**config.mk**
```make
export PLATFORM = sky130hd
export DESIGN_NAME = hsv2rgb_flat
export DESIGN_NICKNAME = d
export VERILOG_FILES = /design/src/rtl/hsv2rgb_if.sv /design/src/rtl/hsv2rgb.sv /design/src/flat_wrapper.sv
export SDC_FILE = /design/constraint.sdc
export NUM_CORES = 1
export LEC_CHECK = 0
export ABC_CLOCK_PERIOD_IN_PS = 5650
export BUFFER_PORTS_ARGS = -buffer_cell sky130_fd_sc_hd__buf_2
export CORE_MARGIN = 10
export CORE_UTILIZATION = 55
export CTS_BUF_LIST = sky130_fd_sc_hd__clkbuf_16
export CTS_CLUSTER_SIZE = 20
export DETAILED_ROUTE_END_ITERATION = 6
export PLACE_DENSITY = 0.72
export REMOVE_ABC_BUFFERS = 1
export SYNTH_ARGS = -nofsm -noshare
export SYNTH_HDL_FRONTEND = slang
export SYNTH_SLANG_ARGS = --single-unit
```
**constraint.sdc**
```tcl
create_clock -name clock -period 5.65 [get_ports clock]
set_input_delay 0.2825 -clock clock [delete_from_list [all_inputs] [get_ports clock]]
set_output_delay 0.2825 -clock clock [all_outputs]
set_load 0.01 [all_outputs]
```
**src/rtl/hsv2rgb_if.sv**
```systemverilog
// Pixel bus for the HSV-to-RGB converter: HSV pixels plus tag in, RGB pixels plus tag out.
// The master drives HSV pixels in; the slave (the converter) returns RGB.
interface hsv2rgb_if #(
    parameter int TAG_W = 10
) ();
    logic             in_valid;
    logic [7:0]       h;
    logic [7:0]       s;
    logic [7:0]       v;
    logic [TAG_W-1:0] in_tag;
    logic             out_valid;
    logic [7:0]       r;
    logic [7:0]       g;
    logic [7:0]       b;
    logic [TAG_W-1:0] out_tag;

    modport master (
        output in_valid, h, s, v, in_tag,
        input  out_valid, r, g, b, out_tag
    );

    modport slave (
        input  in_valid, h, s, v, in_tag,
        output out_valid, r, g, b, out_tag
    );
endinterface

```
**src/rtl/hsv2rgb.sv**
```systemverilog
// Five-stage HSV to RGB converter, one pixel per clock, output registered 4 edges
// after the sampling edge. Each stage holds its data through bubbles.
module hsv2rgb #(
    parameter int TAG_W = 10
) (
    input  logic       clock,
    input  logic       reset,
    hsv2rgb_if.slave   px
);
    localparam int LATENCY = 5;

    // vld bit i marks stage i+1 as holding a pixel; the last bit is out_valid
    logic [LATENCY-1:0] vld_q, vld_d;

    logic [7:0]       h1_q, h1_d, s1_q, s1_d, v1_q, v1_d;
    logic [TAG_W-1:0] tag1_q, tag1_d;

    logic [2:0]       region2_q, region2_d;
    logic [7:0]       rem2_q, rem2_d, s2_q, s2_d, v2_q, v2_d;
    logic [TAG_W-1:0] tag2_q, tag2_d;

    logic [7:0]       a3_q, a3_d, b3_q, b3_d, p3_q, p3_d, v3_q, v3_d;
    logic [2:0]       region3_q, region3_d;
    logic             z3_q, z3_d;
    logic [TAG_W-1:0] tag3_q, tag3_d;

    logic [7:0]       q4_q, q4_d, t4_q, t4_d, p4_q, p4_d, v4_q, v4_d;
    logic [2:0]       region4_q, region4_d;
    logic             z4_q, z4_d;
    logic [TAG_W-1:0] tag4_q, tag4_d;

    logic [7:0]       r_q, r_d, g_q, g_d, b_q, b_d;
    logic [TAG_W-1:0] out_tag_q, out_tag_d;

    logic [2:0]       region_s;
    logic [7:0]       base_s;
    logic [7:0]       diff_s;
    logic [15:0]      prod_a_s, prod_b_s, prod_p_s, prod_q_s, prod_t_s;

    // Next-state for every pipeline stage; each stage loads only behind a valid bit
    always_comb begin
        region_s = 3'd0;
        base_s   = 8'd0;
        diff_s   = 8'd0;
        r_d      = r_q;
        g_d      = g_q;
        b_d      = b_q;

        vld_d = {vld_q[LATENCY-2:0], px.in_valid};

        h1_d   = px.in_valid ? px.h      : h1_q;
        s1_d   = px.in_valid ? px.s      : s1_q;
        v1_d   = px.in_valid ? px.v      : v1_q;
        tag1_d = px.in_valid ? px.in_tag : tag1_q;

        // Sector index from a constant compare chain instead of dividing by 43
        if (h1_q <= 8'd42) begin
            region_s = 3'd0; base_s = 8'd0;
        end else if (h1_q <= 8'd85) begin
            region_s = 3'd1; base_s = 8'd43;
        end else if (h1_q <= 8'd128) begin
            region_s = 3'd2; base_s = 8'd86;
        end else if (h1_q <= 8'd171) begin
            region_s = 3'd3; base_s = 8'd129;
        end else if (h1_q <= 8'd214) begin
            region_s = 3'd4; base_s = 8'd172;
        end else begin
            region_s = 3'd5; base_s = 8'd215;
        end
        diff_s = h1_q - base_s;

        region2_d = vld_q[0] ? region_s                                    : region2_q;
        rem2_d    = vld_q[0] ? 8'((diff_s << 2) + (diff_s << 1))          : rem2_q;
        s2_d      = vld_q[0] ? s1_q                                        : s2_q;
        v2_d      = vld_q[0] ? v1_q                                        : v2_q;
        tag2_d    = vld_q[0] ? tag1_q                                      : tag2_q;

        prod_a_s = {8'd0, s2_q} * {8'd0, rem2_q};
        prod_b_s = {8'd0, s2_q} * {8'd0, 8'd255 - rem2_q};
        prod_p_s = {8'd0, v2_q} * {8'd0, 8'd255 - s2_q};

        a3_d      = vld_q[1] ? prod_a_s[15:8]   : a3_q;
        b3_d      = vld_q[1] ? prod_b_s[15:8]   : b3_q;
        p3_d      = vld_q[1] ? prod_p_s[15:8]   : p3_q;
        v3_d      = vld_q[1] ? v2_q             : v3_q;
        region3_d = vld_q[1] ? region2_q        : region3_q;
        z3_d      = vld_q[1] ? (s2_q == 8'd0)   : z3_q;
        tag3_d    = vld_q[1] ? tag2_q           : tag3_q;

        prod_q_s = {8'd0, v3_q} * {8'd0, 8'd255 - a3_q};
        prod_t_s = {8'd0, v3_q} * {8'd0, 8'd255 - b3_q};

        q4_d      = vld_q[2] ? prod_q_s[15:8] : q4_q;
        t4_d      = vld_q[2] ? prod_t_s[15:8] : t4_q;
        p4_d      = vld_q[2] ? p3_q           : p4_q;
        v4_d      = vld_q[2] ? v3_q           : v4_q;
        region4_d = vld_q[2] ? region3_q      : region4_q;
        z4_d      = vld_q[2] ? z3_q           : z4_q;
        tag4_d    = vld_q[2] ? tag3_q         : tag4_q;

        out_tag_d = vld_q[3] ? tag4_q : out_tag_q;
        if (!vld_q[3]) begin
            r_d = r_q; g_d = g_q; b_d = b_q;
        end else if (z4_q) begin
            r_d = v4_q; g_d = v4_q; b_d = v4_q;
        end else begin
            case (region4_q)
                3'd0:    begin r_d = v4_q; g_d = t4_q; b_d = p4_q; end
                3'd1:    begin r_d = q4_q; g_d = v4_q; b_d = p4_q; end
                3'd2:    begin r_d = p4_q; g_d = v4_q; b_d = t4_q; end
                3'd3:    begin r_d = p4_q; g_d = q4_q; b_d = v4_q; end
                3'd4:    begin r_d = t4_q; g_d = p4_q; b_d = v4_q; end
                3'd5:    begin r_d = v4_q; g_d = p4_q; b_d = q4_q; end
                default: begin r_d = v4_q; g_d = v4_q; b_d = v4_q; end
            endcase
        end
    end

    // Stage registers; synchronous reset clears valids and all data
    always_ff @(posedge clock) begin
        if (reset) begin
            vld_q     <= '0;
            h1_q      <= 8'd0; s1_q <= 8'd0; v1_q <= 8'd0; tag1_q <= '0;
            region2_q <= 3'd0; rem2_q <= 8'd0; s2_q <= 8'd0; v2_q <= 8'd0; tag2_q <= '0;
            a3_q      <= 8'd0; b3_q <= 8'd0; p3_q <= 8'd0; v3_q <= 8'd0;
            region3_q <= 3'd0; z3_q <= 1'b0; tag3_q <= '0;
            q4_q      <= 8'd0; t4_q <= 8'd0; p4_q <= 8'd0; v4_q <= 8'd0;
            region4_q <= 3'd0; z4_q <= 1'b0; tag4_q <= '0;
            r_q       <= 8'd0; g_q <= 8'd0; b_q <= 8'd0; out_tag_q <= '0;
        end else begin
            vld_q     <= vld_d;
            h1_q      <= h1_d; s1_q <= s1_d; v1_q <= v1_d; tag1_q <= tag1_d;
            region2_q <= region2_d; rem2_q <= rem2_d; s2_q <= s2_d; v2_q <= v2_d; tag2_q <= tag2_d;
            a3_q      <= a3_d; b3_q <= b3_d; p3_q <= p3_d; v3_q <= v3_d;
            region3_q <= region3_d; z3_q <= z3_d; tag3_q <= tag3_d;
            q4_q      <= q4_d; t4_q <= t4_d; p4_q <= p4_d; v4_q <= v4_d;
            region4_q <= region4_d; z4_q <= z4_d; tag4_q <= tag4_d;
            r_q       <= r_d; g_q <= g_d; b_q <= b_d; out_tag_q <= out_tag_d;
        end
    end

    assign px.out_valid = vld_q[LATENCY-1];
    assign px.r         = r_q;
    assign px.g         = g_q;
    assign px.b         = b_q;
    assign px.out_tag   = out_tag_q;
endmodule

```
**src/flat_wrapper.sv**
```systemverilog
// flat-port wrapper written by rule: the top's interface ports become plain ports
module hsv2rgb_flat 
#(
    parameter int TAG_W = 10
)
  (clock, reset, px_in_valid, px_h, px_s, px_v, px_in_tag, px_out_valid, px_r, px_g, px_b, px_out_tag);
  hsv2rgb_if #(.TAG_W(TAG_W)) px_i ();
  input  logic clock;
  input  logic reset;
  input wire logic [$bits(px_i.in_valid)-1:0] px_in_valid;
  input wire logic [$bits(px_i.h)-1:0] px_h;
  input wire logic [$bits(px_i.s)-1:0] px_s;
  input wire logic [$bits(px_i.v)-1:0] px_v;
  input wire logic [$bits(px_i.in_tag)-1:0] px_in_tag;
  output wire logic [$bits(px_i.out_valid)-1:0] px_out_valid;
  output wire logic [$bits(px_i.r)-1:0] px_r;
  output wire logic [$bits(px_i.g)-1:0] px_g;
  output wire logic [$bits(px_i.b)-1:0] px_b;
  output wire logic [$bits(px_i.out_tag)-1:0] px_out_tag;
  assign px_i.in_valid = px_in_valid;
  assign px_i.h = px_h;
  assign px_i.s = px_s;
  assign px_i.v = px_v;
  assign px_i.in_tag = px_in_tag;
  assign px_out_valid = px_i.out_valid;
  assign px_r = px_i.r;
  assign px_g = px_i.g;
  assign px_b = px_i.b;
  assign px_out_tag = px_i.out_tag;
  hsv2rgb #(.TAG_W(TAG_W)) u_core (.clock(clock), .reset(reset), .px(px_i));
endmodule
```
==> results.md <==
* Run status: finished, final reports clean
* Power density over cell area at 186 nW/um2
* Total leakage power at roughly 9.4 nW
* Number of global-route vias before repair at 13700
* Number of distinct standard cells referenced by the synthesized netlist at 65
* Remaining design rule violation count at 0
* Clock latency of the later-clocked register in the worst-skew pair at 0.54 ns
* Area of the core at ~32000 um2
* Crit path time final at 5.06 ns
* Most used cell, CP: sky130_fd_sc_hd__fa_1
* Area share of the largest cell type after synthesis at 22.8%
* Worst Path Arrival at 5.48 ns
* DP Worst Slack at about 0.67 ns
* Number of buffers created by CTS at 24
* Wirelength per Cell at 16.4 um
* Worst hold-check path type: input port to flip-flop
* Reg2Reg Capture Point: u_core.q4_q[7]
* Power, Total at roughly 0.0036 W
* First-pass GRT wire length at 67000 um
* Start point of the critical path: u_core.v3_q[4]
* Yosys top cell by area: sky130_fd_sc_hd__dfxtp_1
* Final worst clock skew at 0.0288 ns
* Number of cells traversed by the worst register-to-register path at 16
* Top post-synthesis cells by count: 240 x sky130_fd_sc_hd__inv_1, 201 x sky130_fd_sc_hd__dfxtp_1, 188 x sky130_fd_sc_hd__nor2_1
* Total negative slack for setup checks at 0 ns
* Number of cells in the design after placement at 2339
* Number of flops mapped to enable cells by yosys at 0
* CTS clock-pin slew for the worst setup and hold paths at ~0.060 ns
* Bufs on Longest Clock Path at 3
* Number of antenna repair diodes at 0
* Share of final-layout standard cells stronger than drive strength 1 at under 10%
* Die Height at between 150 and 200 um
* Max-slew headroom at 25.4%
* Via Count at around 13000
* Largest net degree at the start of global routing at 100
* Total of endpoints with negative setup slack in the final report at 0
* Area added between synthesis and finish at 10.3%
* Count of final max-slew check failures at 0
* Clock root buffer: sky130_fd_sc_hd__clkbuf_16
* IO Port Bufs at 71
* TritonCTS clock tree: done
* Top delay family on crit path: adder cells
* Number of detailed-route iterations in the first pass at 5
* Core Rows at 65
* Final non-filler cell total at 2410
* Critical Path Max Stage Delay at 0.69 ns
* Total of max-cap violations at 0
* Number of nets in the finished design at approximately 2400
* Number of fill cells at 2639
* Cell breakdown of the critical path: nand2b_1, fa_1, fa_1, inv_1, fa_1, inv_1, fa_1, inv_1, ha_1, a21o_1, a21o_1, a32o_1, a211oi_1, o21bai_1, or2_0, a311oi_1
* Prevailing post-synth register cell: sky130_fd_sc_hd__dfxtp_1
* GR Util All Layers at about a fifth
* Initial antenna violation count at 0
* Maximum clock frequency at 198 MHz
* Dominant cell by count in the synthesized netlist: sky130_fd_sc_hd__inv_1
* Netlist area before placement at ~18000 um2
* IO Pins at 72
* Number of cells produced by synthesis at 1929
* Measured slew at the worst slew-check pin at 1.11 ns
* Flop-to-flop setup slack at between 0.5 and 0.6 ns
* Largest fanout on the critical path at 14
* Required time at the endpoint of the critical path at 6.07 ns
* Share of the clock period used by the worst path after layout at 89.5%
* Chip width at 199 um
* First-iteration detailed-routing DRC count at 651
* Post-route ant nets at 0
* Wirelength, routed at between 30000 and 40000 um
* Sinks on Clock Net at ~200
* CP Depth at 16
* Final Hold Fails at 0
* Final setup margin at 0.594 ns
* Async set-or-reset flop fraction in the synthesized netlist at 0%
* Most area-consuming cells after synthesis: sky130_fd_sc_hd__dfxtp_1 23%, sky130_fd_sc_hd__fa_1 19%, sky130_fd_sc_hd__ha_1 13%
* Post-synthesis register bit count at about 200
* Setup CP Type: flip-flop to flip-flop
* Mean instance size in the synthesized netlist at a little over 9 um2
* CP endpoint: u_core.q4_q[7]
* Total overflow reported by the global router at 0
* Critical register-to-register path startpoint: u_core.v3_q[4]
* Setup Buffers After CTS at 0
* Number of warnings issued by yosys at 0
* Setup repair after global routing missed its margin: false
* Routability Congestion at 0.911
* Initial cell density of the core at 55.9%
* Largest voltage drop on the vdd net at 0.234 mV
* Combined buffer and inverter count along the critical path at 3
* Crit path max-delay cell type: sky130_fd_sc_hd__dfxtp_1
* Kind of start point of the critical path: flip-flop
* Fraction of the yosys area taken by sequential cells at 22.8%
* Critical Path End Type: flip-flop
* HPWL Detailed at between 20000 and 30000 um
* Number of H-tree levels at 1
* Via-per-instance ratio at about 5.5
* Die ar. at 39600 um2
power breakdown:
group | total (W) | internal, W | switching (W)
Combinational | 0.000554 | 0.000256 | 0.000299
Sequential | 0.00154 | 0.00146 | 0.0000834
Clock | 0.00152 | 0.000905 | 0.000613
layout by cell type, fill, tap and decap left out, types with 26 or more instances in the layout:
cell type                       Yosys  final
sky130_fd_sc_hd__a21oi_1           70     70
sky130_fd_sc_hd__and2_1            37     37
sky130_fd_sc_hd__buf_2              2     70
sky130_fd_sc_hd__buf_4              0     28
sky130_fd_sc_hd__dfxtp_1          201    197
sky130_fd_sc_hd__dlygate4sd3_1      0     32
sky130_fd_sc_hd__fa_1             171    171
sky130_fd_sc_hd__ha_1             177    177
sky130_fd_sc_hd__inv_1            240    243
sky130_fd_sc_hd__mux2i_1          148    148
sky130_fd_sc_hd__nand2_1           67     67
sky130_fd_sc_hd__nand2b_1         137    137
sky130_fd_sc_hd__nor2_1           188    188
sky130_fd_sc_hd__nor2b_1          144    144
sky130_fd_sc_hd__o211ai_1          32     32
sky130_fd_sc_hd__o21ai_0           31     31
sky130_fd_sc_hd__xnor2_1           26     26
tightest hold or removal path: cells and delay by family:
| kind | cells | cell delay (ns) |
|---|---|---|
| buffers and inverters | 1 | 0.09 |
| and+or+nand+nor | 1 | 0.09 |
| muxes | 1 | 0.06 |
layer usage:
| layer | up-vias | routed length, um | global-route usage [%] |
|---|---|---|---|
| met5 | - | 0 | 0 |
| met4 | 0 | 900 | 5.74 |
| met3 | 74 | 1950 | 2.86 |
| met2 | 306 | 18800 | 34.9 |
| met1 | 6391 | 17900 | 26.4 |
| li1 | 6397 | - | - |
worst min path at each step:
stage,start,endpoint,slack [ns],cells past startpoint
detailed placement,u_core.p3_q[7],u_core.p3_q[7],0.45,2
floorplan,reset,u_core.px.b[0],0.35,1
global placement,u_core.p3_q[7],u_core.p3_q[7],0.44,2
CTS,px_v[7],u_core.v1_q[7],0.002,3
finish,px_v[7],u_core.v1_q[7],0.02,3
global route,px_v[7],u_core.v1_q[7],0.01,3
kinds of logic after synthesis:
family / synth area share, %
flip-flops: 22.8
AND/OR/NAND/NOR: 18.5
multiplexers: 8.40
XOR/XNOR: 2.14
adder cells (fa/ha/maj): 32.0
AO/OA/AOI/OAI: 9.06
buffers and inverters: 7.06
per-stage QoR:
step                hold WS, ns  util (%)  instance area (um2)
global placement          0.441      58.2                18400
global route             0.0144      61.6                19500
floorplan                 0.352         -                17300
detailed placement        0.450      58.2                18400
CTS                     0.00246      61.6                19500
finish                   0.0216      61.6                19500
final cells by class:
type,instances,area (um2),share of cell area [%]
multi-input combinational,1397,12400,63.5
inverter,240,901,4.63
timing repair buffer,131,892,4.59
clock buffer,24,601,3.09
clock inverter,15,166,0.856
sequential,201,4030,20.7
tap,402,503,2.59
flip-flops by register name, summed over array words and instances, names as in the netlist, 10 cells and up:
name               count
u_core.tag4_q         10
u_core.px.out_tag     10
u_core.tag2_q         10
u_core.tag1_q         10
u_core.tag3_q         10
repair_timing:
action                                  CTS  global route
resized for setup                         0             0
hold buffers                             32             0
endpoints found under the hold margin    32             0
endpoints found under the setup margin    0             0
Note: power is estimated with default switching activity, not from simulation.
